===== src/rtl/plic_claim_arbiter_pkg.sv =====
// ============================================================================
// plic_claim_arbiter_pkg : shared ID/priority definitions for the PLIC core
// Revision: 1.0
// ============================================================================
`default_nettype none

package plic_claim_arbiter_pkg;

   localparam int DEF_NSRC   = 8;
   localparam int DEF_PRIO_W = 3;
   localparam int ID_NONE    = 0;

   typedef logic [DEF_PRIO_W-1:0] prio_t;

   // IDs run 1..nsrc with 0 reserved for "none", hence the +1.
   function automatic int id_width(input int nsrc);
      return $clog2(nsrc + 1);
   endfunction

endpackage

`default_nettype wire


===== src/rtl/plic_claim_arbiter_if.sv =====
// ============================================================================
// plic_claim_arbiter_if : gateway, priority and hart claim/complete signals
// Revision: 1.0
// ============================================================================
`default_nettype none

interface plic_claim_arbiter_if
   import plic_claim_arbiter_pkg::*;
#(
   parameter int NSRC   = DEF_NSRC,
   parameter int PRIO_W = DEF_PRIO_W
);
   localparam int ID_W = id_width(NSRC);

   logic [NSRC-1:0]        io_gw_valid;
   logic [NSRC-1:0]        io_gw_ready;
   logic [NSRC-1:0]        io_gw_complete;
   logic [NSRC*PRIO_W-1:0] io_prio;
   logic [PRIO_W-1:0]      io_threshold;
   logic                   io_irq;
   logic                   io_claim_req;
   logic [ID_W-1:0]        io_claim_id;
   logic                   io_complete_valid;
   logic [ID_W-1:0]        io_complete_id;

   modport master (
      output io_gw_valid, io_prio, io_threshold, io_claim_req,
             io_complete_valid, io_complete_id,
      input  io_gw_ready, io_gw_complete, io_irq, io_claim_id
   );

   modport slave (
      input  io_gw_valid, io_prio, io_threshold, io_claim_req,
             io_complete_valid, io_complete_id,
      output io_gw_ready, io_gw_complete, io_irq, io_claim_id
   );

endinterface

`default_nettype wire


===== src/rtl/plic_prio_max.sv =====
// ============================================================================
// plic_prio_max : balanced compare tree returning highest-priority valid ID
// Revision: 1.0
// ============================================================================
`default_nettype none

module plic_prio_max
   import plic_claim_arbiter_pkg::*;
#(
   parameter int NSRC   = DEF_NSRC,
   parameter int PRIO_W = DEF_PRIO_W,
   parameter int ID_W   = id_width(NSRC)
) (
   input  logic [NSRC-1:0]        valid,
   input  logic [NSRC*PRIO_W-1:0] prio,
   output logic [ID_W-1:0]        max_id,
   output logic [PRIO_W-1:0]      max_prio
);

   localparam int LEVELS = (NSRC > 1) ? $clog2(NSRC) : 0;
   localparam int LEAVES = 1 << LEVELS;

   // Heap layout: node n has children 2n and 2n+1, leaves start at LEAVES.
   logic [ID_W-1:0]   w_node_id   [1:2*LEAVES-1];
   logic [PRIO_W-1:0] w_node_prio [1:2*LEAVES-1];

   for (genvar i = 0; i < LEAVES; i++) begin : g_leaf
      if (i < NSRC) begin : g_src
         assign w_node_id[LEAVES+i]   = valid[i] ? ID_W'(i + 1) : '0;
         assign w_node_prio[LEAVES+i] = valid[i] ? prio[(i+1)*PRIO_W-1 -: PRIO_W] : '0;
      end else begin : g_pad
         assign w_node_id[LEAVES+i]   = '0;
         assign w_node_prio[LEAVES+i] = '0;
      end
   end

   // Left subtree always holds lower IDs, so a strict compare breaks ties low.
   for (genvar n = 1; n < LEAVES; n++) begin : g_node
      logic w_take_right;
      assign w_take_right   = w_node_prio[2*n+1] > w_node_prio[2*n];
      assign w_node_id[n]   = w_take_right ? w_node_id[2*n+1]   : w_node_id[2*n];
      assign w_node_prio[n] = w_take_right ? w_node_prio[2*n+1] : w_node_prio[2*n];
   end

   assign max_id   = w_node_id[1];
   assign max_prio = w_node_prio[1];

endmodule

`default_nettype wire


===== src/rtl/plic_claim_arbiter.sv =====
// ============================================================================
// plic_claim_arbiter : pending/claimed tracking, select, claim and complete
// Revision: 1.0
// ============================================================================
`default_nettype none

module plic_claim_arbiter
   import plic_claim_arbiter_pkg::*;
#(
   parameter int NSRC   = DEF_NSRC,
   parameter int PRIO_W = DEF_PRIO_W
) (
   input  logic                 clk,
   input  logic                 reset,
   plic_claim_arbiter_if.slave  bus
);

   localparam int ID_W = id_width(NSRC);

   logic [NSRC-1:0]   r_pending;
   logic [NSRC-1:0]   r_claimed;
   logic [NSRC-1:0]   r_gw_complete;
   logic [ID_W-1:0]   r_best_id;
   logic              r_irq;

   logic [NSRC-1:0]   w_ready;
   logic [NSRC-1:0]   w_accept;
   logic [NSRC-1:0]   w_eligible;
   logic [NSRC-1:0]   w_claim_mask;
   logic [NSRC-1:0]   w_cpl_mask;
   logic              w_claim_hit;
   logic [ID_W-1:0]   w_max_id;
   logic [PRIO_W-1:0] w_max_prio;

   assign w_ready     = ~r_pending & ~r_claimed;
   assign w_accept    = bus.io_gw_valid & w_ready;
   assign w_claim_hit = bus.io_claim_req & (r_best_id != ID_W'(ID_NONE));

   for (genvar i = 0; i < NSRC; i++) begin : g_src
      assign w_eligible[i]   = r_pending[i] &
                               (bus.io_prio[(i+1)*PRIO_W-1 -: PRIO_W] > bus.io_threshold);
      assign w_claim_mask[i] = w_claim_hit & (r_best_id == ID_W'(i + 1));
      assign w_cpl_mask[i]   = bus.io_complete_valid &
                               (bus.io_complete_id == ID_W'(i + 1)) & r_claimed[i];
   end

   plic_prio_max #(
      .NSRC   (NSRC),
      .PRIO_W (PRIO_W),
      .ID_W   (ID_W)
   ) u_prio_max (
      .valid    (w_eligible),
      .prio     (bus.io_prio),
      .max_id   (w_max_id),
      .max_prio (w_max_prio)
   );

   // A winner always has prio > threshold >= 0, so nonzero prio <=> nonzero ID.
   // The claim edge zeroes the select because it was computed from stale pending.
   always_ff @(posedge clk or posedge reset) begin
      if (reset) begin
         r_pending     <= '0;
         r_claimed     <= '0;
         r_gw_complete <= '0;
         r_best_id     <= ID_W'(ID_NONE);
         r_irq         <= 1'b0;
      end else begin
         r_pending     <= (r_pending | w_accept) & ~w_claim_mask;
         r_claimed     <= (r_claimed | w_claim_mask) & ~w_cpl_mask;
         r_gw_complete <= w_cpl_mask;
         if (w_claim_hit) begin
            r_best_id <= ID_W'(ID_NONE);
            r_irq     <= 1'b0;
         end else begin
            r_best_id <= w_max_id;
            r_irq     <= (w_max_prio != '0);
         end
      end
   end

   assign bus.io_gw_ready    = w_ready;
   assign bus.io_gw_complete = r_gw_complete;
   assign bus.io_irq         = r_irq;
   assign bus.io_claim_id    = r_best_id;

endmodule

`default_nettype wire


===== src/flat_wrapper.sv =====
// flat-port wrapper written by rule: the top's interface ports become plain ports
module plic_claim_arbiter_flat import plic_claim_arbiter_pkg::*;
#(
   parameter int NSRC   = DEF_NSRC,
   parameter int PRIO_W = DEF_PRIO_W
)
  (clk, reset, bus_io_gw_valid, bus_io_prio, bus_io_threshold, bus_io_claim_req, bus_io_complete_valid, bus_io_complete_id, bus_io_gw_ready, bus_io_gw_complete, bus_io_irq, bus_io_claim_id);
  plic_claim_arbiter_if #(.NSRC(NSRC), .PRIO_W(PRIO_W)) bus_i ();
  input  logic clk;
  input  logic reset;
  input wire logic [$bits(bus_i.io_gw_valid)-1:0] bus_io_gw_valid;
  input wire logic [$bits(bus_i.io_prio)-1:0] bus_io_prio;
  input wire logic [$bits(bus_i.io_threshold)-1:0] bus_io_threshold;
  input wire logic [$bits(bus_i.io_claim_req)-1:0] bus_io_claim_req;
  input wire logic [$bits(bus_i.io_complete_valid)-1:0] bus_io_complete_valid;
  input wire logic [$bits(bus_i.io_complete_id)-1:0] bus_io_complete_id;
  output wire logic [$bits(bus_i.io_gw_ready)-1:0] bus_io_gw_ready;
  output wire logic [$bits(bus_i.io_gw_complete)-1:0] bus_io_gw_complete;
  output wire logic [$bits(bus_i.io_irq)-1:0] bus_io_irq;
  output wire logic [$bits(bus_i.io_claim_id)-1:0] bus_io_claim_id;
  assign bus_i.io_gw_valid = bus_io_gw_valid;
  assign bus_i.io_prio = bus_io_prio;
  assign bus_i.io_threshold = bus_io_threshold;
  assign bus_i.io_claim_req = bus_io_claim_req;
  assign bus_i.io_complete_valid = bus_io_complete_valid;
  assign bus_i.io_complete_id = bus_io_complete_id;
  assign bus_io_gw_ready = bus_i.io_gw_ready;
  assign bus_io_gw_complete = bus_i.io_gw_complete;
  assign bus_io_irq = bus_i.io_irq;
  assign bus_io_claim_id = bus_i.io_claim_id;
  plic_claim_arbiter #(.NSRC(NSRC), .PRIO_W(PRIO_W)) u_core (.clk(clk), .reset(reset), .bus(bus_i));
endmodule

===== config.mk =====
export PLATFORM = sky130hd
export DESIGN_NAME = plic_claim_arbiter_flat
export DESIGN_NICKNAME = d
export VERILOG_FILES = /design/src/rtl/plic_claim_arbiter_pkg.sv /design/src/rtl/plic_claim_arbiter_if.sv /design/src/rtl/plic_prio_max.sv /design/src/rtl/plic_claim_arbiter.sv /design/src/flat_wrapper.sv
export SDC_FILE = /design/constraint.sdc
export NUM_CORES = 1
export LEC_CHECK = 0
export BUFFER_PORTS_ARGS = -buffer_cell sky130_fd_sc_hd__buf_2
export CORE_ASPECT_RATIO = 1.2
export CORE_MARGIN = 10
export CORE_UTILIZATION = 50
export CTS_BUF_LIST = sky130_fd_sc_hd__clkbuf_8
export DETAILED_ROUTE_END_ITERATION = 8
export GPL_TIMING_DRIVEN = 0
export HOLD_SLACK_MARGIN = 0.02
export PLACE_DENSITY = 0.81
export SYNTH_ARGS = -nofsm -noshare
export SYNTH_HDL_FRONTEND = slang
export SYNTH_HIERARCHICAL = 1
export SYNTH_SLANG_ARGS = --single-unit

===== constraint.sdc =====
create_clock -name clk -period 4.15 [get_ports clk]
set_clock_uncertainty 0.1 [all_clocks]
set_input_delay 0.83 -clock clk [delete_from_list [all_inputs] [get_ports clk]]
set_output_delay 0.83 -clock clk [all_outputs]
set_load 0.005 [all_outputs]

# [After elaboration in Yosys (flattened, before gate mapping)]
# Index checks and enable logic that the tools add are counted.
[totals] ff_bits=29 latchBits=0 ramBits=0 romBits=0 inputBits=43 out_inout_bits=21 wordCells=113 memories=0
[classes] n_addsub=0 multipliers=0 div=0 magnitude_cmp=15 eq_ne=16 shift=0 n_mux=32 bitwise_logic=43 reduce_logical=2
[ops] op="two-way mux 3 bit" count=21
[ops] op="> comparator 3 bit" count=15
[ops] op="bitwise AND 1 bit" count=33
[ops] op="bitwise AND 8 bit" count=4
[ops] op="equality test 4 x 3 -> 1 bit, second input constant" count=8
[ops] op="NOT 8 bit" count=4
[ops] op="two-way mux 4 bit" count=7
[ops] op="equality test 4 x 2 -> 1 bit, second input constant" count=4
[ops] op="bitwise OR 8 bit" count=2
[ops] op="equality test 4 x 1 -> 1 bit, second input constant" count=2
[ops] op="equality test 4 bit, second input constant" count=2
[ops] op="two-way mux 2 bit" count=2
[ops] op="nonzero test 4 bit" count=1
[ops] op="nonzero test 3 bit" count=1
[ops] op="two-way mux 1 bit" count=2

# [Logic depth before layout (Yosys ltp)]
# Gate-level depths: netlist (run 1).
[depth] word_depth=11 depth_mapped=25 depth_no_buf=25

# [Hierarchy]
# Netlist (run 1), hierarchy kept.
[by_module_without_submodules] mod="plic_claim_arbiter" instances=1 cells_each=195 area_each_um2=1767.9 seq_area_each_um2=725.7
[by_module_without_submodules] mod="plic_prio_max" instances=1 cells_each=137 area_each_um2=1008.5 seq_area_each_um2=0.0

# [Worst setup path before layout (run 1)]
# OpenSTA, ideal clock, no wires.
[synth_path] path_kind="in2reg" from="in bus_io_threshold[1]" to="reg u_core.r_best_id[0], in the netlist u_core/bus.io_claim_id[0]" setup_ps=119 arrival_time_ps=5158 required_ps=3931 setup_slack_ps=-1227 cell_stages=24 n_path_buf=0 cell_sequence="inv_1 > ha_1 > nor2b_1 > o21ai_0 > a21oi_1 > nand2_1 > inv_1 > ha_1 > and3_1 > a21oi_2 > mux2i_1 > inv_1 > ha_1 > and2b_1 > o21ai_2 > a32oi_4 > mux2i_1 > inv_1 > ha_1 > nor2b_1 > o21ai_1 > a32oi_2 > mux2_2 > and2_1"
[synth_between] elab_chain_cells=10 elab_cells_between_ends=49 classes_between="order compare (15); mux (26); bitwise (8)"
[synth_rtl] item="start: declaration" line="flat_wrapper.sv:13" rtl="input wire logic [$bits(bus_i.io_threshold)-1:0] bus_io_threshold;"
[synth_rtl] item="> comparator 3 bit (*)" line="plic_claim_arbiter.sv:41" rtl="(bus.io_prio[(i+1)*PRIO_W-1 -: PRIO_W] > bus.io_threshold);"
[synth_rtl] item="bitwise AND 1 bit (*)" line="plic_claim_arbiter.sv:40" rtl="assign w_eligible[i] = r_pending[i] &"
[synth_rtl] item="named net u_core.w_eligible[5]" line="plic_claim_arbiter.sv:28" rtl="logic [NSRC-1:0] w_eligible;"
[synth_rtl] item="two-way mux 3 bit (*)" line="plic_prio_max.sv:30" rtl="assign w_node_prio[LEAVES+i] = valid[i] ? prio[(i+1)*PRIO_W-1 -: PRIO_W] : '0;"
[synth_rtl] item="> comparator 3 bit" line="plic_prio_max.sv:40" rtl="assign w_take_right = w_node_prio[2*n+1] > w_node_prio[2*n];"
[synth_rtl] item="two-way mux 3 bit" line="plic_prio_max.sv:42" rtl="assign w_node_prio[n] = w_take_right ? w_node_prio[2*n+1] : w_node_prio[2*n];"
[synth_rtl] item="> comparator 3 bit" line="plic_prio_max.sv:40"
[synth_rtl] item="two-way mux 3 bit" line="plic_prio_max.sv:42"
[synth_rtl] item="> comparator 3 bit" line="plic_prio_max.sv:40"
[synth_rtl] item="two-way mux 4 bit (*)" line="plic_prio_max.sv:41" rtl="assign w_node_id[n] = w_take_right ? w_node_id[2*n+1] : w_node_id[2*n];"
[synth_rtl] item="named net u_core.w_max_id[0]" line="plic_claim_arbiter.sv:32" rtl="logic [ID_W-1:0] w_max_id;"
[synth_rtl] item="two-way mux 4 bit (*)" line="plic_claim_arbiter.sv:71" rtl="if (w_claim_hit) begin"
[synth_rtl] item="end signal: assignment" line="plic_claim_arbiter.sv:65" rtl="r_best_id <= ID_W'(ID_NONE);"
[synth_rtl] item="end signal: assignment" line="plic_claim_arbiter.sv:72" rtl="r_best_id <= ID_W'(ID_NONE);"
[synth_rtl] item="end signal: assignment" line="plic_claim_arbiter.sv:75" rtl="r_best_id <= w_max_id;"
[synth_rtl] item="end: declaration" line="plic_claim_arbiter.sv:23" rtl="logic [ID_W-1:0] r_best_id;"
# Mark *: on every way through the listed nets, which the timed path passes. The rest lies on a longest branch.

# [Worst setup path after layout (run 1)]
[layout_path] from="in bus_io_threshold[2]" to="reg u_core.r_best_id[2], in the netlist u_core/bus.io_claim_id[2]"
[layout_between] elab_chain_cells=10 elab_cells_between_ends=48 classes_between="order compare (15); mux (25); bitwise (8)"
[layout_rtl] item="> comparator 3 bit (*)" line="plic_claim_arbiter.sv:41"
[layout_rtl] item="bitwise AND 1 bit (*)" line="plic_claim_arbiter.sv:40"
[layout_rtl] item="named net u_core.w_eligible[3]" line="plic_claim_arbiter.sv:28"
[layout_rtl] item="two-way mux 3 bit" line="plic_prio_max.sv:30"
[layout_rtl] item="> comparator 3 bit" line="plic_prio_max.sv:40"
[layout_rtl] item="two-way mux 3 bit" line="plic_prio_max.sv:42"
[layout_rtl] item="> comparator 3 bit" line="plic_prio_max.sv:40"
[layout_rtl] item="two-way mux 3 bit" line="plic_prio_max.sv:42"
[layout_rtl] item="> comparator 3 bit" line="plic_prio_max.sv:40"
[layout_rtl] item="two-way mux 4 bit (*)" line="plic_prio_max.sv:41"
[layout_rtl] item="named net u_core.w_max_id[2]" line="plic_claim_arbiter.sv:32"
[layout_rtl] item="two-way mux 4 bit (*)" line="plic_claim_arbiter.sv:71"
# Marked as above.

==> results of run 1 <==
-- how the worst min path moves through the flow --
stage	start	endpoint	slack, ps	cells past startpoint
6_report	u_core/r_claimed[2]$_DFF_PP0_	u_core/r_claimed[2]$_DFF_PP0_	400	1
3_5_place_dp	u_core/r_claimed[2]$_DFF_PP0_	u_core/r_claimed[2]$_DFF_PP0_	390	1
3_3_place_gp	u_core/r_claimed[2]$_DFF_PP0_	u_core/r_claimed[2]$_DFF_PP0_	380	1
5_1_grt	u_core/r_claimed[2]$_DFF_PP0_	u_core/r_claimed[2]$_DFF_PP0_	430	1
4_1_cts	u_core/r_claimed[2]$_DFF_PP0_	u_core/r_claimed[2]$_DFF_PP0_	400	1
2_1_floorplan	u_core/r_claimed[2]$_DFF_PP0_	u_core/r_claimed[2]$_DFF_PP0_	360	1
-- cell type report --
cell class / instances / area, µm²
Inverter: 50 / 195.2
Tap cell: 62 / 77.57
Clock buffer: 5 / 68.82
Buffer: 2 / 10.01
Multi-Input combinational cell: 251 / 2469
Fill cell: 261 / 837.1
Sequential cell: 29 / 725.7
Timing Repair Buffer: 138 / 937.1
Clock inverter: 3 / 13.76
-- Yosys cell counts --
master | n | share of area
and3_1 | 4 | 0.0090
nand2_1 | 43 | 0.058
a32oi_2 | 2 | 0.012
o31ai_1 | 3 | 0.0081
o41ai_1 | 1 | 0.0032
and4_1 | 1 | 0.0032
a21oi_1 | 23 | 0.041
a31oi_1 | 4 | 0.0090
nor3_1 | 7 | 0.013
nor2_1 | 15 | 0.020
a21o_1 | 1 | 0.0027
inv_1 | 50 | 0.068
dfrtp_1 | 29 | 0.26
mux2i_1 | 25 | 0.090
nor2b_1 | 13 | 0.029
a32oi_4 | 1 | 0.0099
o21ai_1 | 6 | 0.011
and2_1 | 4 | 0.0090
buf_2 | 2 | 0.0036
o21ai_0 | 10 | 0.018
or3b_4 | 1 | 0.0041
o32a_1 | 1 | 0.0036
ha_1 | 45 | 0.20
nand3b_2 | 1 | 0.0041
nand3_1 | 13 | 0.023
nand2b_1 | 8 | 0.018
nor3b_4 | 1 | 0.0068
nand4b_1 | 1 | 0.0032
o21ai_2 | 1 | 0.0032
and2b_1 | 1 | 0.0027
a21oi_2 | 3 | 0.0095
mux2_2 | 2 | 0.0081
o22a_1 | 1 | 0.0032
o31a_1 | 1 | 0.0032
nand3b_1 | 6 | 0.016
nor4b_1 | 1 | 0.0032
o41ai_2 | 1 | 0.0059
-- power by group through the flow --
stage          Combinational, mW  Sequential (mW)  Clock (mW)
4_1_cts                     1.57            0.427       0.220
2_1_floorplan              0.856            0.414           0
3_5_place_dp                1.07            0.432           0
3_3_place_gp                1.02            0.430           0
6_report                    2.18            0.437       0.217
5_1_grt                     2.27            0.444       0.233
-- what timing repair did --
item,in CTS,in global routing
resized for setup,56,60
buffers inserted,58,18
pin swaps,31,40
endpoints found under the setup margin,5,5
-- cell families (layout without fill, tap and decap cells) --
kind of cell    after synthesis  in the layout  share of synthesized area
compound gates               59             59                     0.1433
flops                        29             29                     0.2614
mux                          27             27                    0.09824
fa+ha+maj                    45             45                     0.2028
simple gates                120            120                     0.2231
buf+inv                      52            198                    0.07120
-- metal layers --
layer  GRT usage  up-vias  share of wire
li1            -     1442              -
met1      0.2113     1582           0.34
met2      0.3677      284           0.47
met3     0.05382       95          0.099
met4      0.1511        0          0.084
met5           0        -              0
-- state kept, by name (all words and copies together), names as in the netlist --
| register | flops |
|---|---|
| u_core/bus.io_gw_complete | 8 |
| u_core/r_claimed | 8 |
| u_core/r_pending | 8 |
| u_core/bus.io_claim_id | 4 |
| u_core/bus.io_irq | 1 |
-- per-stage QoR --
stage,hold WS (ps),total power [mW],TNS (ps)
after floorplan,362.6,1.270,-5496
after CTS,397.2,2.214,-4893
after global placement,378.5,1.452,-8574
after global routing,430.3,2.950,-7478
final,402.5,2.839,-7054
after detailed placement,389.2,1.502,-9200
-- worst reg2reg max path: cells and delay by family, from the launching register on --
kind,cells,cell delay (ps)
AOI/OAI and AO/OA,6,970
adders and majority gates,3,890
buffers and inverters,3,420
DFF,1,430
muxes,3,870
and+or+nand+nor,6,920
==> flow_summary.yaml, run 1 <==
grt:
  antenna_found_initial: 0
  grt_pass1_vias: 3306
  grt_first_pass_wirelength_um: 15190
  grt-ovfl-total: 0
  track_usage: 0.2107
  grt_max_degree: 30
floorplanning:
  fp.dieH_um: 101.6
  io_pins: 64
  placementRows: 29
  start_util: 0.5205
  core_area_mm2: 0.005334
  die_x_um: 88.03
  die_area_mm2: 0.008946
placement:
  pre_cts_ws_ps: -1919
  portBuffers: 63
  gp_congestion: 0.8528
  dp_cells: 457
  hpwl_um: 5648
  place_area_mm2: 0.003201
detailed_routing:
  drt_iter0_drc: 262
  wl_per_cell_um: 22.32
  drc_errors: 0
  viasPerCell: 6.302
  vias: 3403
  drtPass1Iterations: 5
  wirelength_um: 12050
  ant_nets: 0
worst_setup_path:
  crit_buf_inv: 6
  cp-endpoint: "u_core/bus.io_claim_id[2]$_DFF_PP0_"
  startpoint_type: "input port"
  cp_max_fo: 7
  timing.critical_path.max_delay_family: "compound AO/OA/AOI/OAI gates"
  cp.arrival_ps: 5680
  cp-startpoint: "bus_io_threshold[2]"
  end_kind: "flop"
  critPathKind: "input port to flop"
  cp_slowest_stage_delay_ps: 380
  cp.depth: 27
  worstPathRequired_ps: 4220
  reg2reg_from: "u_core/r_pending[4]$_DFF_PP0_"
  crit_slowest_cell: "mux2i_2"
  rr_endpoint: "u_core/bus.io_claim_id[0]$_DFF_PP0_"
  rrSetupSlack_ps: -570
  reg2regPathDepth: 21
final_layout:
  area_growth_pct: 61.96
  layout_commonest_cell: "buf_4"
  nets: 565
  utilization: 0.8431
  num_antenna_cells: 0
  final_cells: 540
  final_layout_size_suffix_gt1_frac: 0.5251
  design_area_mm2: 0.004497
  layout_common_cells: "buf_4 (69), buf_2 (64), inv_1 (44)"
clock_tree:
  cts_sinks: 29
  cts.path.max_buffers: 2
  htreeDepth: 2
  cts_tree: "done"
  clkLatencyLatePin_ps: 280
  cts_root_buffer: "clkbuf_8"
  postCtsHoldBufs: 0
  numCtsBuffers: 5
  clkTransAtPathRegs_ps: 60
synthesis:
  synth.distinct_cells: 37
  synth_area_per_cell_um2: 8.363
  yosysSeqAreaShare: 0.2614
  syn_area_mm2: 0.002776
  synth_seq_cells: 29
  synth_nets: 420
  yosys_warnings: 6
  syn_inst: 332
power_and_ir_drop:
  power_leakage_nw: 2.196
  pwr_density_cell_mw_per_mm2: 631.3
  ir_worst_vdd_v: 0.0007254
  p_int_mw: 1.623
  power_switching_mw: 1.215
  power_frac_clock: 0.076
  switching_share: 0.4282
  seqPwrFrac: 0.154
  combPwrFrac: 0.770
status:
  failed_checks: "setup timing"
  outcome: "finished, violations left"
timing:
  fmaxAchievable_ghz: 0.1783
  finalCritPeriodShare: 1.352
  tightest_slew_ps: 1036
  fin_crit_ps: 5609
  finalWorstSetupSlack_ps: -1459
  slew_violations: 0
  finalSetupViolCount: 5
  final_hold_viol_count: 0
  rsz0062_at_grt: "yes"
  relSlewSlack: 0.3085
min_path:
  hp-class: "flop to flop"
flow_run:
  timing.max_cap.violations: 0
(Power assumes the default switching activity.)
==> run 2, diff against run 1 <==
- CORE_ASPECT_RATIO: 1.2 -> 0.75
- PLACE_DENSITY: 0.81 -> 0.78
- clock period: 4.15 -> 5.2 ns (I/O delays scaled with it)
==> run 2 against run 1 <==
The run still ends with setup timing left. Core utilization is 2.0 points lower. Clock power is 4% lower. Flip-flop and latch count stayed put. Die area is 0.21% higher. Final area is 2.0% lower. Critical path depth is 1 higher. Clock-buffer cell count is 2 higher.
==> flow_summary.yaml, run 2 (synthesis results as in run 1) <==
status:
  outcome: "finished, violations left"
  failed_checks: "setup timing"
detailed_routing:
  wirelength_um: 10570
  drc_errors: 0
  ant_nets: 0
  viasPerCell: 5.703
  wl_met1_um: 4246
  drt_iter0_drc: 178
  drtPass1Iterations: 4
  wl_per_cell_um: 19.51
  highest_layer: "met4"
  vias: 3091
  wl_met3_um: 658
  dr_wl_met2_um: 5213
worst_setup_path:
  cp.arrival_ps: 5670
  critPathKind: "input port to flop"
  worstPathRequired_ps: 5280
  startpoint_type: "input port"
  end_kind: "flop"
  cp_max_fo: 8
timing:
  final_hold_viol_count: 0
  fin_crit_ps: 5591
  tns_ps: -1748
  finalWorstSetupSlack_ps: -391.5
  tightest_slew_ps: 1069
  rsz0062_at_grt: "yes"
  slew_violations: 0
  fmaxAchievable_ghz: 0.1788
  finalCritPeriodShare: 1.075
  relSlewSlack: 0.2868
  holdWs_ps: 410.6
  finalSetupViolCount: 5
power_and_ir_drop:
  pwr_density_cell_mw_per_mm2: 509.2
  power_leakage_nw: 2.147
  power_frac_clock: 0.093
  ir_worst_vdd_v: 0.0002507
  combPwrFrac: 0.753
  switching_share: 0.4169
  seqPwrFrac: 0.154
  p_int_mw: 1.308
  power_mw: 2.244
  power_switching_uw: 935.5
grt:
  grt-ovfl-total: 0
  grt_max_degree: 30
  grt_first_pass_wirelength_um: 14900
  track_usage: 0.2047
  antenna_found_initial: 0
  grt_pass1_vias: 3101
placement:
  place_area_mm2: 0.003217
  portBuffers: 63
  pre_cts_ws_ps: -1185
  hpwl_um: 5871
  dp_cells: 470
  gp_congestion: 0.8695
flow_run:
  timing.max_cap.violations: 0
clock_tree:
  clkTransAtPathRegs_ps: 60
  cts_sinks: 29
  cts.path.max_buffers: 2
  postCtsHoldBufs: 0
  cts_root_buffer: "clkbuf_8"
  cts_tree: "done"
  numCtsBuffers: 5
  clkLatencyLatePin_ps: 290
  htreeDepth: 2
final_layout:
  final_layout_size_suffix_gt1_frac: 0.5139
  area_growth_pct: 58.72
  design_area_mm2: 0.004407
  nets: 554
  utilization: 0.8233
  layout_common_cells: "buf_2 (64), buf_4 (59), inv_1 (40)"
  layout_commonest_cell: "buf_2"
  num_antenna_cells: 0
  final_cells: 542
floorplanning:
  die_area_mm2: 0.008965
  fp.dieH_um: 84.54
  placementRows: 23
  core_area_mm2: 0.005353
  io_pins: 64
  start_util: 0.5187
  die_x_um: 106.0
min_path:
  hp-class: "flop to flop"
[run 2: cell count changes in the layout (fill, tap and decap cells not counted), moves of 3 or more]
| cell | change |
|---|---|
| buf_4 | -10 |
| inv_2 | +3 |
| inv_1 | -4 |
| ha_4 | -5 |
| nor2b_2 | -3 |
| ha_1 | +3 |
[run 2: metal layers]
layer,GRT usage,up-vias
met4,0.06135,0
met5,0,-
met1,0.2294,1478
li1,-,1416
met3,0.05496,42
met2,0.3700,155
[run 2: worst paths after layout]
check,startpoint,end,slack [ps],cells past startpoint
max,bus_io_threshold[1],u_core/bus.io_claim_id[0]$_DFF_PP0_,-390,28
min,u_core/r_claimed[2]$_DFF_PP0_,u_core/r_claimed[2]$_DFF_PP0_,410,1
max reg2reg,u_core/r_pending[7]$_DFF_PP0_,u_core/bus.io_claim_id[0]$_DFF_PP0_,700,23
min reg2reg,u_core/r_claimed[2]$_DFF_PP0_,u_core/r_claimed[2]$_DFF_PP0_,410,1
max in group asynchronous,reset,u_core/bus.io_gw_complete[5]$_DFF_PP0_,3440,2
min in group asynchronous,reset,u_core/bus.io_gw_complete[0]$_DFF_PP0_,920,2
[run 2: repair_timing]
item,in CTS,in global routing
cloned,0,0
resized for setup,50,66
endpoints found under the setup margin,5,5
setup buffers,43,21
pin swaps,25,38
[run 2: area by class of cell]
cell class,count,area (µm²)
multi-input cells,251,2442
clock buffers,7,96.34
flip-flops and latches,29,725.7
repair buffers,127,838.3
well taps,75,93.84
clock inverters,1,5.005
plain buffers,2,10.01
fillers,315,945.9
inverters,50,195.2
[run 2: critical path, cell delays in order]
cell and delay [ps]:
buf_6 70, clkinvlp_4 80, buf_12 160, ha_4 270, nor2b_2 160, o21ai_2 90, a21oi_4 230, nand2_2 100
inv_2 80, ha_4 200, and3_4 190, a21oi_4 160, buf_4 160, mux2i_4 280, ha_4 240, and2b_1 170
o21ai_2 190, a32oi_4 110, buf_6 140, buf_4 150, mux2i_4 210, ha_4 180, nor2b_4 130, o21ai_4 70
a32oi_4 200, buf_6 150, mux2_4 300, and2_4 130
[run 2: power groups by stage]
| stage | sequential (mW) | clock (mW) | combinational, mW |
|---|---|---|---|
| after floorplan | 0.331 | 0 | 0.683 |
| after global placement | 0.344 | 0 | 0.830 |
| after detailed placement | 0.345 | 0 | 0.861 |
| after CTS | 0.343 | 0.209 | 1.27 |
| after global routing | 0.353 | 0.222 | 1.78 |
| final | 0.346 | 0.208 | 1.69 |
